--- src/rtl/instruction_fetch_queue_pkg.sv ---
// Shared types and constants for the instruction fetch queue.
package instruction_fetch_queue_pkg;
  localparam int INSTR_W = 16;
  localparam int BYTE_W  = 8;
  localparam int ADDR_W  = 16;
  localparam logic [ADDR_W-1:0] PC_STEP = 16'd2;

  typedef enum logic [1:0] {IDLE, RD_HI, RD_LO, CAPTURE} fetch_state_e;

  typedef struct packed {
    logic [ADDR_W-1:0]  pc;
    logic [INSTR_W-1:0] instr;
  } fq_entry_t;
endpackage

--- src/rtl/instruction_fetch_queue_fetch_fifo.sv ---
// DEPTH-entry synchronous FIFO with flush; flush wins over push/pop.
module fetch_fifo #(
  parameter int DEPTH = 4,
  parameter int W     = 32,
  parameter int CW    = $clog2(DEPTH) + 1
) (
  input  logic          clk_i,
  input  logic          rst_i,
  input  logic          flush_i,
  input  logic          push_i,
  input  logic          pop_i,
  input  logic [W-1:0]  wdata_i,
  output logic [W-1:0]  rdata_o,
  output logic [CW-1:0] count_o,
  output logic          full_o,
  output logic          empty_o
);
  localparam int PW = $clog2(DEPTH);

  logic [DEPTH-1:0][W-1:0] mem_q;
  logic [PW-1:0]           wr_ptr_q, rd_ptr_q;
  logic [CW-1:0]           count_q;
  logic                    do_push, do_pop;

  assign full_o  = (count_q == CW'(DEPTH));
  assign empty_o = (count_q == '0);
  assign do_push = push_i && !full_o;
  assign do_pop  = pop_i && !empty_o;
  assign rdata_o = mem_q[rd_ptr_q];
  assign count_o = count_q;

  // Pointers are exactly log2(DEPTH) wide, so increments wrap on their own.
  always_ff @(posedge clk_i or posedge rst_i) begin
    if (rst_i) begin
      mem_q    <= '0;
      wr_ptr_q <= '0;
      rd_ptr_q <= '0;
      count_q  <= '0;
    end else if (flush_i) begin
      wr_ptr_q <= '0;
      rd_ptr_q <= '0;
      count_q  <= '0;
    end else begin
      if (do_push) begin
        mem_q[wr_ptr_q] <= wdata_i;
        wr_ptr_q        <= wr_ptr_q + PW'(1);
      end
      if (do_pop) rd_ptr_q <= rd_ptr_q + PW'(1);
      case ({do_push, do_pop})
        2'b10:   count_q <= count_q + CW'(1);
        2'b01:   count_q <= count_q - CW'(1);
        default: count_q <= count_q;
      endcase
    end
  end
endmodule

--- src/rtl/instruction_fetch_queue.sv ---
// Fetches big-endian 16-bit instructions from byte memory into a prefetch
// queue; redirect flushes the queue and restarts fetch at the new PC.
module instruction_fetch_queue
  import instruction_fetch_queue_pkg::*;
#(
  parameter int                DEPTH    = 4,
  parameter logic [ADDR_W-1:0] RESET_PC = 16'h0000
) (
  input  logic               clock,
  input  logic               reset,
  input  logic               redirect,
  input  logic [ADDR_W-1:0]  redirect_addr,
  output logic               mem_rd,
  output logic [ADDR_W-1:0]  mem_addr,
  input  logic [BYTE_W-1:0]  mem_rdata,
  output logic [INSTR_W-1:0] instr,
  output logic [ADDR_W-1:0]  instr_pc,
  output logic               instr_valid,
  input  logic               instr_ready
);
  localparam int CW = $clog2(DEPTH) + 1;

  fetch_state_e      state_q, state_d;
  logic [ADDR_W-1:0] fetch_pc_q, fetch_pc_d;
  logic [BYTE_W-1:0] hi_byte_q, hi_byte_d;
  fq_entry_t         push_entry, head_entry;
  logic              push, pop, full, empty;
  logic [CW-1:0]     count, post_cnt;

  assign pop        = instr_valid && instr_ready;
  assign push       = (state_q == CAPTURE);
  assign push_entry = '{pc: fetch_pc_q, instr: {hi_byte_q, mem_rdata}};
  assign post_cnt   = count + CW'(1) - CW'(pop);

  // Redirect drives flush, which the FIFO prioritises over the CAPTURE push.
  fetch_fifo #(
    .DEPTH (DEPTH),
    .W     ($bits(fq_entry_t)),
    .CW    (CW)
  ) u_fifo (
    .clk_i   (clock),
    .rst_i   (reset),
    .flush_i (redirect),
    .push_i  (push),
    .pop_i   (pop),
    .wdata_i (push_entry),
    .rdata_o (head_entry),
    .count_o (count),
    .full_o  (full),
    .empty_o (empty)
  );

  assign instr_valid = !empty;
  assign instr       = head_entry.instr;
  assign instr_pc    = head_entry.pc;

  always_comb begin
    state_d    = state_q;
    fetch_pc_d = fetch_pc_q;
    hi_byte_d  = hi_byte_q;
    mem_rd     = 1'b0;
    mem_addr   = fetch_pc_q;
    case (state_q)
      IDLE:    if (!full) state_d = RD_HI;
      RD_HI: begin
        mem_rd  = 1'b1;
        state_d = RD_LO;
      end
      RD_LO: begin
        mem_rd    = 1'b1;
        mem_addr  = fetch_pc_q + ADDR_W'(1);
        hi_byte_d = mem_rdata;
        state_d   = CAPTURE;
      end
      CAPTURE: begin
        // Slot for the next fetch is reserved here, counting this push.
        fetch_pc_d = fetch_pc_q + PC_STEP;
        state_d    = (post_cnt < CW'(DEPTH)) ? RD_HI : IDLE;
      end
      default: state_d = IDLE;
    endcase
    if (redirect) begin
      state_d    = RD_HI;
      fetch_pc_d = redirect_addr & ~ADDR_W'(1);
    end
  end

  always_ff @(posedge clock or posedge reset) begin
    if (reset) begin
      state_q    <= IDLE;
      fetch_pc_q <= RESET_PC;
      hi_byte_q  <= '0;
    end else begin
      state_q    <= state_d;
      fetch_pc_q <= fetch_pc_d;
      hi_byte_q  <= hi_byte_d;
    end
  end
endmodule
--- config.mk ---
export PLATFORM = sky130hd
export DESIGN_NAME = instruction_fetch_queue
export DESIGN_NICKNAME = d
export VERILOG_FILES = /design/src/rtl/instruction_fetch_queue_pkg.sv /design/src/rtl/instruction_fetch_queue_fetch_fifo.sv /design/src/rtl/instruction_fetch_queue.sv
export SDC_FILE = /design/constraint.sdc
export NUM_CORES = 1
export LEC_CHECK = 0
export ABC_AREA = 1
export CAP_MARGIN = 20
export CORE_ASPECT_RATIO = 1.5
export CORE_MARGIN = 3
export CORE_UTILIZATION = 55
export DETAILED_ROUTE_END_ITERATION = 10
export PLACE_DENSITY = 0.88
export SYNTH_ARGS = -nofsm -noshare
export SYNTH_HDL_FRONTEND = slang
export SYNTH_HIERARCHICAL = 1
export SYNTH_SLANG_ARGS = --single-unit
--- constraint.sdc ---
create_clock -name clock -period 5.7 [get_ports clock]
set_input_delay 0.855 -clock clock [delete_from_list [all_inputs] [get_ports clock]]
set_output_delay 0.855 -clock clock [all_outputs]
set_load 0.01 [all_outputs]
* Yosys cells after proc, flatten, opt, wreduce, memory -nomap -nowiden
Cells that the tools add are included.
** Word-level totals
- Bits of input ports :: 28
- Bits in registers :: 161
- Output and inout bits :: 50
- Logic and storage cells :: 62
** Cells by class
- Reduce and logical (&&, ||, !) cells :: 14
- $lt $le $gt $ge :: 4
- Bitwise logic cells :: 1
- Equality and inequality tests :: 7
- Multiplexer cells :: 19
- Add/subtract/negate cells :: 7
** Operators by type and width (count)
- bitwise mux 128 bit :: 1
- binary-select mux 32 bit (select 2 bit) :: 1
- demux 32 bit (select 2 bit) :: 1
- two-way mux 32 bit :: 2
- two-way mux 16 bit :: 3
- adder 16 x 1 -> 16 bit, second input constant :: 1
- adder 16 x 2 -> 16 bit, second input constant :: 1
- two-way mux 2 bit :: 6
- one-hot mux 2 bit (4 select lines) :: 1
- equality test 2 bit, second input constant :: 3
- < comparator 2 x 3 -> 1 bit, second input constant :: 2
- one-hot mux 3 bit (2 select lines) :: 1
- nonzero test 2 bit :: 3
- adder 2 x 1 -> 2 bit, second input constant :: 2
- equality test 2 x 1 -> 1 bit, second input constant :: 2
- logical AND 1 bit :: 4
- adder 3 x 1 -> 3 bit, second input constant :: 1
- equality test 3 bit, second input constant :: 1
- logical NOT 3 bit :: 1
- < comparator 3 bit, second input constant :: 1
- two-way mux 3 bit :: 1
- inequality test 3 bit, second input constant :: 1
- nonzero test 3 bit :: 1
- subtractor 3 x 1 -> 3 bit :: 1
- 8 further kinds :: 10

* Depth between registers and ports, before layout
- Depth in word-level cells :: 8
- Depth in mapped cells :: 17
- Depth with buffers taken out :: 17

* Cells and area by module
The synthesis kept the hierarchy.
** Modules (own cells, without submodules)
- fetch_fifo :: cells an instance 685, times used 1, seq. area each 3378.2 µm², area each 6149.6 µm²
- instruction_fetch_queue :: cells an instance 185, times used 1, seq. area each 625.6 µm², area each 1520.2 µm²

* Worst setup path after synthesis
No wires, ideal clock.
- Kind :: input port to flip-flop
- From :: in instr_ready
- To :: reg u_fifo.count_q[2], in the netlist u_fifo/count_o[2]
- Library setup time :: 117 ps
- Data required time :: 5583 ps
- Stages on the path :: 13
- Path slack :: 3578 ps
- Data arrival time :: 2005 ps
- Path buffers :: 0
- Path through :: nand2_1 > inv_1 > inv_1 > a21oi_1 > nand2_1 > inv_1 > fa_1 > xnor2_1 > inv_1 > nand2_1 > nand2_1 > nand3_1 > nand2_1
** On the way
- Longest elaborated chain between the ends :: 5
- Elaborated cells on any way between the ends :: 7
- Those cells by class :: eq/ne (2); mux (2); reduce/logical (3)
** RTL lines
- from (decl) :: line instruction_fetch_queue.sv:19 : input logic instr_ready
- logical AND 1 bit (*) :: line instruction_fetch_queue.sv:30 : assign pop = instr_valid && instr_ready;
- named net pop :: line instruction_fetch_queue.sv:27 : logic push, pop, full, empty;
- logical AND 1 bit (*) :: line instruction_fetch_queue_fetch_fifo.sv:28 : assign do_pop = pop_i && !empty_o;
- equality test 2 x 1 -> 1 bit / equality test 2 bit (equally long branches) :: line instruction_fetch_queue_fetch_fifo.sv:49 : case ({do_push, do_pop})
- one-hot mux 3 bit (2 select lines) :: line instruction_fetch_queue_fetch_fifo.sv:49
- two-way mux 3 bit :: line instruction_fetch_queue_fetch_fifo.sv:39 : end else if (flush_i) begin
- to (signal assigned) :: line instruction_fetch_queue_fetch_fifo.sv:50 : 2'b10: count_q <= count_q + CW'(1);
- to (signal assigned) :: line instruction_fetch_queue_fetch_fifo.sv:51 : 2'b01: count_q <= count_q - CW'(1);
- to (signal assigned) :: line instruction_fetch_queue_fetch_fifo.sv:52 : default: count_q <= count_q;
- to (decl) :: line instruction_fetch_queue_fetch_fifo.sv:22 : logic [CW-1:0] count_q;
Mark *: on every way through the listed nets, which the timed path passes. The rest lies on a longest branch.
A chain may end at the register's enable or synchronous reset.

* Final worst setup path
- From :: reg u_fifo.rd_ptr_q[0]
- To :: out instr_pc[2]
** On the way
- Longest elaborated chain between the ends :: 2
** RTL lines
- from (decl) :: line instruction_fetch_queue_fetch_fifo.sv:21 : logic [PW-1:0] wr_ptr_q, rd_ptr_q;
- from (signal assigned) :: line instruction_fetch_queue_fetch_fifo.sv:48 : if (do_pop) rd_ptr_q <= rd_ptr_q + PW'(1);
- binary-select mux 32 bit (select 2 bit) :: line instruction_fetch_queue_fetch_fifo.sv:29 : assign rdata_o = mem_q[rd_ptr_q];
- two-way mux 32 bit (implied by the code) :: line instruction_fetch_queue_fetch_fifo.sv:29
- to (decl) :: line instruction_fetch_queue.sv:17 : output logic [ADDR_W-1:0] instr_pc,
No other way between the ends. The select of a mux whose other input is x is not followed.

==> impl_metrics.toml <==
[critical_path]
cp-end-kind = "output pin"
critPathKind = "reg2out"
r2r_start = "u_fifo/count_o[0]"
reg2reg_depth = 17
arrival_ps = 2640
rrSetupSlack_ps = 3480
r2r-end = "u_fifo/count_o[2]"
crit_path_max_fanout = 54
cp.required_ps = 4850
startpoint_type = "register"

[global_routing]
antenna_found_initial = 0
grt_max_degree = 66
track_usage_pct = 24.18
overflow = 0
grt_first_pass_wirelength_um = 29170
grt_pass1_vias = 6129

[min_path]
holdPathEnd = "u_fifo/mem_q[60]"
hold_class = "reg2reg"
hold_start = "u_fifo/mem_q[60]"
whs_path_depth = 2

[power_and_ir_drop]
p_leak_nw = 4.248
pwr-share-clk_pct = 27.9
p_total_mw = 4.343
p_sw_mw = 1.461
p_comb_share_pct = 31.8
max-vdd-ir-drop_uv = 306.6
swShare_pct = 33.64
p_seq_share_pct = 40.3
p_per_area_nw_per_um2 = 486.9
power.internal_mw = 2.882

[logic_synthesis]
yosysTopAreaCell = "dfrtp_1"
synthDistinctLibCells = 39
synthTopCellsByArea = "dfrtp_1 (52%), nand2_1 (9.4%), o21ai_1 (7.0%)"
synth_top_family_by_area = "compound AO/OA/AOI/OAI gates"
yosysSeqAreaShare_pct = 52.20
synth_top_flop_cell = "dfrtp_1"
synthAdderAreaFrac_pct = 1.729
synth_compound_area_share_pct = 18.71
synthXorXnorAreaFrac_pct = 0.7993
syn-num-nets = 908
synthArstFlopShare_pct = 100.0
syn_area_per_cell_sq_um = 8.816
yosys_warnings = 6
synth.area.mux_share_pct = 1.175
ys_top_cells_by_count = "nand2_1 (192), dfrtp_1 (160), o21ai_1 (108)"
synth_edf_count = 0
syn-cell-area_sq_um = 7670
synth_top_area_share_pct = 52.20
synthCells = 870
yosysMostFrequentCell = "nand2_1"
synthSimpleGateAreaFrac_pct = 16.49
ys_ff_latch = 160

[clock_tree]
root_buffer = "clkbuf_16"
insertion_delay_ps = 420
ctsLongestPathBuffers = 2
postCtsSetupBuffers = 0
hold_buffers = 0
cts_max_level = 4
numCtsBuffers = 17
cts_tree = "built"
ctsResizeCount = 0
clock_sinks = 160
clkTransAtPathRegs_ps = 70

[layout]
final_area_sq_um = 8921
nFillCells = 1049
multi_input_area_sq_um = 2988
seqCellArea_sq_um = 4005
diodes = 0
area.growth.synth_to_final_pct = 16.31
drive_gt1_share_pct = 9.328
nets = 947

[floorplanning]
die_h_um = 150.6
die_w_um = 102.4
rows = 52
io_pins = 78
initial_utilization_pct = 56.40
core_area_sq_um = 13600
dieArea_sq_um = 15430

[timing]
period_share_pct = 61.31
relSlewSlack_pct = 42.27
slew_viol_final = 0
whs_ps = 481.7
hold_viol = 0
fin_crit_ps = 3495
clock_skew_ps = 7.226
worst_pin_slew_ps = 863.3
setup_viol = 0
max_freq_mhz = 286.2
rsz0062_at_grt = "no"
setup_tns_ps = 0

[placement]
place_congestion = 0.7874
dpl.hpwl_um = 10610
placedInstanceArea_sq_um = 8233
numPortBuffers = 76

[routing]
vias = 6205
drtPass1Iterations = 5
wl_per_cell_um = 16.35
dr.first_iter.drc_count = 455
route.detailed.drc = 0
vias_per_cell = 5.724
routed_wl_um = 17730
ant_nets = 0

[run_status]
status = "completed"

[flow_run]
maxCapViolCount = 0
critical path, stage by stage (launching register included):
cell	delay, ps
dfrtp_2	410
clkinv_1	220
buf_4	530
o21ai_0	160
o22ai_1	270
clkdlybuf4s50_1	600
power by group through the flow:
stage / registers (mW) / clock network, mW / logic, mW
detailed placement: 1.75 / 0 / 1.38
global placement: 1.74 / 0 / 1.34
floorplan: 1.69 / 0 / 0.927
finish: 1.75 / 1.21 / 1.38
global route: 1.79 / 1.28 / 1.54
CTS: 1.74 / 1.22 / 1.39
worst max path at each step:
| stage | start | to | depth (start not counted) |
|---|---|---|---|
| 2_1_floorplan | reset | u_fifo/count_o[0] | 1 |
| 6_report | u_fifo/rd_ptr_q[0] | instr_pc[2] | 5 |
| 4_1_cts | u_fifo/rd_ptr_q[1] | instr_pc[2] | 5 |
| 3_3_place_gp | u_fifo/rd_ptr_q[1] | instr_pc[2] | 5 |
| 5_1_grt | u_fifo/rd_ptr_q[0] | instr_pc[6] | 5 |
| 3_5_place_dp | u_fifo/rd_ptr_q[1] | instr_pc[2] | 5 |
cells by family after synthesis:
kind of cell,after synthesis
compound gates,254
xor+xnor,7
fa+ha+maj,10
buf+inv,126
flops,160
mux,8
other cells,1
simple gates,304
layout by cell type (no fill, tap or decap), drive strengths merged:
cell type,count
a21boi,1
a21o,2
a21oi,6
a22oi,11
buf,7
bufinv,4
clkbuf,17
clkdlybuf4s50,76
clkinv,5
clkinvlp,3
conb,1
dfrtp,160
fa,1
ha,9
inv,66
mux2,8
nand2,198
nand3,20
nand3b,2
nand4,4
nor2,79
o211ai,1
o21ai,199
o21bai,1
o22ai,32
o31ai,1
or2,1
xnor2,4
xor2,3
metrics by stage:
| step | cells | setup WS, ps | util [%] |
|---|---|---|---|
| 6_report | 1084 | 2205 | 65.61 |
| 5_1_grt | 1084 | 2116 | 65.61 |
| 4_1_cts | 1082 | 1801 | 65.20 |
| 3_5_place_dp | 1050 | 2305 | 60.54 |
| 3_3_place_gp | 1050 | 2255 | 60.54 |
| 2_1_floorplan | 870 | 1234 | - |
routing by layer:
| layer | global-route usage [%] | part of all wire, % |
|---|---|---|
| met1 | 29.46 | 40 |
| met5 | 0 | 0 |
| met2 | 42.14 | 53 |
| met4 | 9.127 | 2.2 |
| met3 | 4.404 | 5.3 |
area by class of cell:
class	instances	area share (%)
inverters	63	2.679
clock inverters	15	2.328
repair buffers	83	9.565
multi-input cells	584	33.49
clock buffers	17	4.769
well taps	162	2.272
flip-flops and latches	160	44.89
flip-flops by register name, summed over array words and instances (netlist names):
signal           count
state_q              2
hi_byte_q            8
u_fifo/count_o       3
u_fifo/mem_q       128
fetch_pc_q          15
u_fifo/wr_ptr_q      2
u_fifo/rd_ptr_q      2
(Power assumes the default switching activity.)
